===== src/rtl/sipo_frame_receiver.sv =====
// sipo_frame_receiver: MSB-first serial frame receiver with a one-word valid/ready holding register.
// Define SIPO_PARITY_EN to add a trailing even-parity bit and the sticky parity_err flag.
module sipo_frame_receiver #(
   parameter int WIDTH = 8
) (
   input  logic             clk,
   input  logic             rst,
   input  logic             in_en,
   input  logic             serial_in,
   output logic [WIDTH-1:0] out_data,
   output logic             out_valid,
   input  logic             out_ready,
   output logic             busy,
   output logic             overrun,
   input  logic             ovr_clr,
   output logic             parity_err
);
   localparam int CW = (WIDTH > 2) ? $clog2(WIDTH) : 1;
`ifdef SIPO_PARITY_EN
   typedef enum logic [1:0] {IDLE, DATA, PARITY} state_t;
`else
   typedef enum logic [1:0] {IDLE, DATA} state_t;
`endif
   state_t           state;
   logic [CW-1:0]    cnt;
   logic [WIDTH-1:0] shift_reg;
   logic [WIDTH-1:0] word;
   logic [WIDTH-1:0] new_word;
   logic             last;
   logic             done;
   assign busy = state != IDLE;
   always_comb begin
      word = {shift_reg[WIDTH-2:0], serial_in};
      last = state == DATA && cnt == CW'(WIDTH - 1);
`ifdef SIPO_PARITY_EN
      done     = in_en && state == PARITY;
      new_word = shift_reg;
`else
      done     = in_en && last;
      new_word = word;
`endif
   end
`ifdef SIPO_PARITY_EN
   always_ff @(posedge clk or negedge rst)
      if (!rst) parity_err <= 1'b0;
      else      parity_err <= (done && (^shift_reg ^ serial_in)) || (parity_err && !ovr_clr);
`else
   assign parity_err = 1'b0;
`endif
   always_ff @(posedge clk or negedge rst) begin
      if (!rst) begin
         state     <= IDLE;
         cnt       <= '0;
         shift_reg <= '0;
         out_data  <= '0;
         out_valid <= 1'b0;
         overrun   <= 1'b0;
      end else begin
         if (in_en && state == IDLE && serial_in) begin
            state <= DATA;
            cnt   <= '0;
         end
         if (in_en && state == DATA) begin
            shift_reg <= word;
            cnt       <= cnt + CW'(1);
`ifdef SIPO_PARITY_EN
            if (last) state <= PARITY;
`else
            if (last) state <= IDLE;
`endif
         end
`ifdef SIPO_PARITY_EN
         if (in_en && state == PARITY) state <= IDLE;
`endif
         // a completed word is dropped only when the held word is not leaving this edge
         if (done && (!out_valid || out_ready)) begin
            out_data  <= new_word;
            out_valid <= 1'b1;
         end else if (out_valid && out_ready) begin
            out_valid <= 1'b0;
         end
         overrun <= (done && out_valid && !out_ready) || (overrun && !ovr_clr);
      end
   end
endmodule

===== config.mk =====
export PLATFORM = sky130hd
export DESIGN_NAME = sipo_frame_receiver
export DESIGN_NICKNAME = d
export VERILOG_FILES = /design/src/rtl/sipo_frame_receiver.sv
export SDC_FILE = /design/constraint.sdc
export NUM_CORES = 1
export LEC_CHECK = 0
export BUFFER_PORTS_ARGS = -buffer_cell sky130_fd_sc_hd__buf_2
export CAP_MARGIN = 10
export CORE_UTILIZATION = 45
export DETAILED_ROUTE_END_ITERATION = 8
export PLACE_DENSITY_LB_ADDON = 0.12
export SLEW_MARGIN = 20
export SYNTH_ARGS = -nofsm -noshare
export SYNTH_HDL_FRONTEND = slang
export SYNTH_SLANG_ARGS = --single-unit

===== constraint.sdc =====
create_clock -name clk -period 3.4 [get_ports clk]
set_input_delay 0.17 -clock clk [delete_from_list [all_inputs] [get_ports clk]]
set_output_delay 0.17 -clock clk [all_outputs]
set_load 0.005 [all_outputs]

-- Yosys cells after proc, flatten, opt, wreduce, memory -nomap -nowiden
Cells that the tools add are included.
- input bits: 6
- register bits after elaboration: 22
- logic and storage cells: 35
- output and inout port bits: 12
- eq/ne operators: 2
- add/sub/neg operators: 1
- muxes and demuxes: 7
- reductions and logical operators: 19
- operators by type and width (cell ; number):
    1-bit logical AND ; 10
    2-bit 2-to-1 mux ; 3
    3-bit 2-to-1 mux ; 2
    2-bit nonzero test ; 3
    3-bit by 1-bit adder with 3-bit output, second input constant ; 1
    3-bit == test, second input constant ; 1
    1-bit zero test ; 3
    2-bit by 1-bit == test with 1-bit output, second input constant ; 1
    2-bit zero test ; 1
    1-bit logical OR ; 2
    1-bit 2-to-1 mux ; 2

-- Logic depth before layout (Yosys ltp)
- depth in word-level cells: 6
- depth in mapped cells: 5

-- Least setup slack after synthesis
OpenSTA, ideal clock, no wires.
- path kind: flip-flop to flip-flop
- start: register cnt[0]
- end: register out_data[0]
- cell stages (with the launch flop): 5
- setup slack: 2.051 ns
- library setup time: 0.125 ns
- required time: 3.275 ns
- period minus slack after synthesis: 1.349 ns
- buffers on the path: 0
- arrival time: 1.225 ns
- cells stage by stage: dfrtp_1 > ha_1 > ha_1 > nand3_4 > mux2_2
- cells in the longest elaborated chain, start to end: 4
- ends and longest elaborated chain (what ; RTL line ; source):
    start: declaration ; 25 ; logic [CW-1:0] cnt;
    start signal: assignment ; 65 ; cnt <= cnt + CW'(1);
    3-bit == test ; 34 ; last = state == DATA && cnt == CW'(WIDTH - 1);
    1-bit logical AND ; 34 ;
    1-bit logical AND ; 39 ; done = in_en && last;
    1-bit logical AND ; 76 ; if (done && (!out_valid || out_ready)) begin
    end signal: assignment ; 77 ; out_data <= new_word;
    end: declaration ; 10 ; output logic [WIDTH-1:0] out_data,
Every way passes these cells.
A chain may end at the register's enable or synchronous reset.

-- Worst setup path in the final report
- start: register state[1]
- end: register out_data[6]
- cells in the longest elaborated chain, start to end: 4
- ends and longest elaborated chain (what ; RTL line ; source):
    start: declaration ; 24 ; state_t state;
    start signal: assignment ; 52 ; state <= IDLE;
    start signal: assignment ; 60 ; state <= DATA;
    start signal: assignment ; 69 ; if (last) state <= IDLE;
    2-bit by 1-bit == test with 1-bit output ; 34 ;
    1-bit logical AND ; 34 ;
    1-bit logical AND ; 39 ;
    1-bit logical AND ; 76 ;
Every way passes these cells.

==> flow_summary.toml <==
[outcome]
status = "complete, no violations"

[worst_setup_path]
critPathKind = "flip-flop to flip-flop"
critPathLaunchType = "flip-flop"
cp.arrival_ns = 1.88
critPathMaxFanout = 13
crit_buf_inv = 0
max_stage_delay_ns = 0.59
cp_cell_sequence = "and3b_1 -> nand3_4 -> mux2_4"
crit_family = "simple AND/OR/NAND/NOR gates"
cpMaxStageDelayCell = "and3b_1"
worst_setup_path_end_kind = "flip-flop"
cp.required_ns = 3.60

[clock_tree]
insertion_delay_ns = 0.30
clkSinkCount = 22
path_clk_slew_ns = 0.12
cts_buffers = 3
root_buffer = "clkbuf_4"
htree_levels = 1
clk_path_buf_depth = 2
cts_tree = "done"

[sta]
slew_violations = 0
max_freq_mhz = 594
period_share = 0.495
setup_viol = 0
tns_ns = 0
fin_crit_ns = 1.68
rsz0062_at_grt = "false"
clock_skew_ns = 0.00329
hold_viol = 0
setup_ws_ns = 1.72
timing.slew.headroom = 0.619
worst_pin_slew_ns = 0.571

[run]
cap_violations = 0

[yosys]
yosys_warnings = 0
yosysTopAreaCell = "dfrtp_1"
synth-seq-cells = 22
synthCells = 59
syn-num-nets = 67
yosysSeqAreaShare = 0.611
yosys.cell_types.count = 19
syn_avg_cell_area_um2 = 15.3
netlist_area_um2 = 901
synth_top_area_frac = 0.611
synth_area_leaders = "dfrtp_1 61%, mux2_2 19%, ha_1 2.8%"

[cells_and_area]
layout_common_cells = "22 x dfrtp_1, 16 x buf_2, 15 x mux2_2"
diodes = 0
area_growth_pct = 14.9
layout_commonest_cell = "dfrtp_1"
largest_reg_flops = 8
nFillCells = 156
drive_gt1_frac = 0.513
final_util = 0.574
final_cells = 101
finalNetCount = 85

[floorplanning]
io_pins = 18
core_area_mm2 = 0.00180
fp.dieH_um = 46.7
die_area_mm2 = 0.00218
start_util = 0.500
rows = 15
die_width_um = 46.7

[global_route]
antenna_found_initial = 0
grt_pass1_vias = 434
grt_start_max_net_pins = 23
grt_usage = 0.137
grt_overflow = 0
grt_pass1_wl_um = 1960

[pwr]
internal_power_mw = 0.626
p_total_mw = 0.843
leakagePower_nw = 0.504
power_density_mw_per_mm2 = 815
ir_worst_vdd_uv = 367
switching_share = 0.257
power_frac_comb = 0.266
total_switching_power_mw = 0.217
seq_power_share = 0.502
pwr-share-clk = 0.232

[placement]
place_congestion = 0.726
placed_cells = 96
pre_cts_slack_ns = 1.72
hpwl_um = 869
io_buffer_count = 16

[routing]
routed_wl_um = 1240
drt_pre_antenna_iters = 2
route.detailed.drc = 0
drtAntennaViolNets = 0
routedWlPerCell_um = 12.3
num_vias = 486
drt_iter0_markers = 1
vias_per_cell = 4.81

[hold_path]
hp-class = "input port to flip-flop"
[worst paths after layout]
| path | from | endpoint | slack, ns | cells after the start |
|---|---|---|---|---|
| setup / recovery | state[1] | out_data[6] | 1.72 | 3 |
| hold / removal | ovr_clr | overrun | 0.04 | 2 |
| setup reg to reg | state[1] | out_data[6] | 1.72 | 3 |
| hold reg to reg | state[1] | state[1] | 0.43 | 0 |
| max in group asynchronous | rst | shift_reg[1] | 2.74 | 2 |
| min in group asynchronous | rst | overrun | 0.34 | 2 |
[synth_stat cells]
master	n
dlygate4sd3_1	1
mux2_4	1
inv_1	1
dfrtp_1	22
buf_4	1
a21oi_1	2
a22o_1	2
or2_2	1
conb_1	1
buf_6	2
nand3_4	1
o22ai_1	1
ha_1	2
mux2_2	15
nand2b_1	1
and3b_1	1
nand2_1	2
o21ai_0	1
and2b_2	1
[layout make-up]
type	count	area, um^2	area share
Inverter	1	3.75	0.00363
Clock buffer	3	22.5	0.0218
Timing Repair Buffer	17	90.1	0.0871
Sequential cell	22	551	0.532
Multi-Input combinational cell	32	307	0.296
Tap cell	25	31.3	0.0302
Clock inverter	1	30.0	0.0290
[repair_timing]
item                                   4_1_cts  5_1_grt
endpoints found under the hold margin       22        0
buffers inserted                             0        0
hold buffers                                 1        0
gates resized for setup                      0        0
[cells by family (layout without fill, tap and decap cells)]
family                   after synthesis  in the layout  synth area share
AO/OA/AOI/OAI                          6              6            0.0431
adder cells (fa/ha/maj)                2              2            0.0278
buffers and inverters                  5             22            0.0486
flip-flops                            22             22             0.611
multiplexers                          16             16             0.204
other                                  1              1           0.00416
AND/OR/NAND/NOR                        7              7            0.0611
[worst reg2reg max path: stages, from the launching register on]
cell     delay [ns]
dfrtp_1        0.42
and3b_1        0.59
nand3_4        0.24
mux2_4         0.34
[power groups by stage]
stage	clock [mW]	combinational, mW	sequential, mW
after floorplan	0	0.160	0.422
after global placement	0	0.224	0.428
after detailed placement	0	0.227	0.431
after CTS	0.204	0.230	0.425
after global routing	0.217	0.249	0.441
final	0.196	0.224	0.423
[stage by stage]
| stage | hold WS, ns | instance area, um^2 |
|---|---|---|
| 5_1_grt | 0.0136 | 1030 |
| 3_3_place_gp | 0.160 | 972 |
| 6_report | 0.0411 | 1030 |
| 4_1_cts | 0.0269 | 1030 |
| 2_1_floorplan | -0.126 | 901 |
| 3_5_place_dp | 0.158 | 972 |
[metal layers]
metal / part of all wire / global-route usage / up-vias
li1: - / - / 235
met1: 0.50 / 0.174 / 237
met2: 0.45 / 0.194 / 12
met3: 0.037 / 0.0462 / 2
met4: 0.0097 / 0.103 / 0
met5: 0 / 0 / -
(Power assumes the default switching activity.)
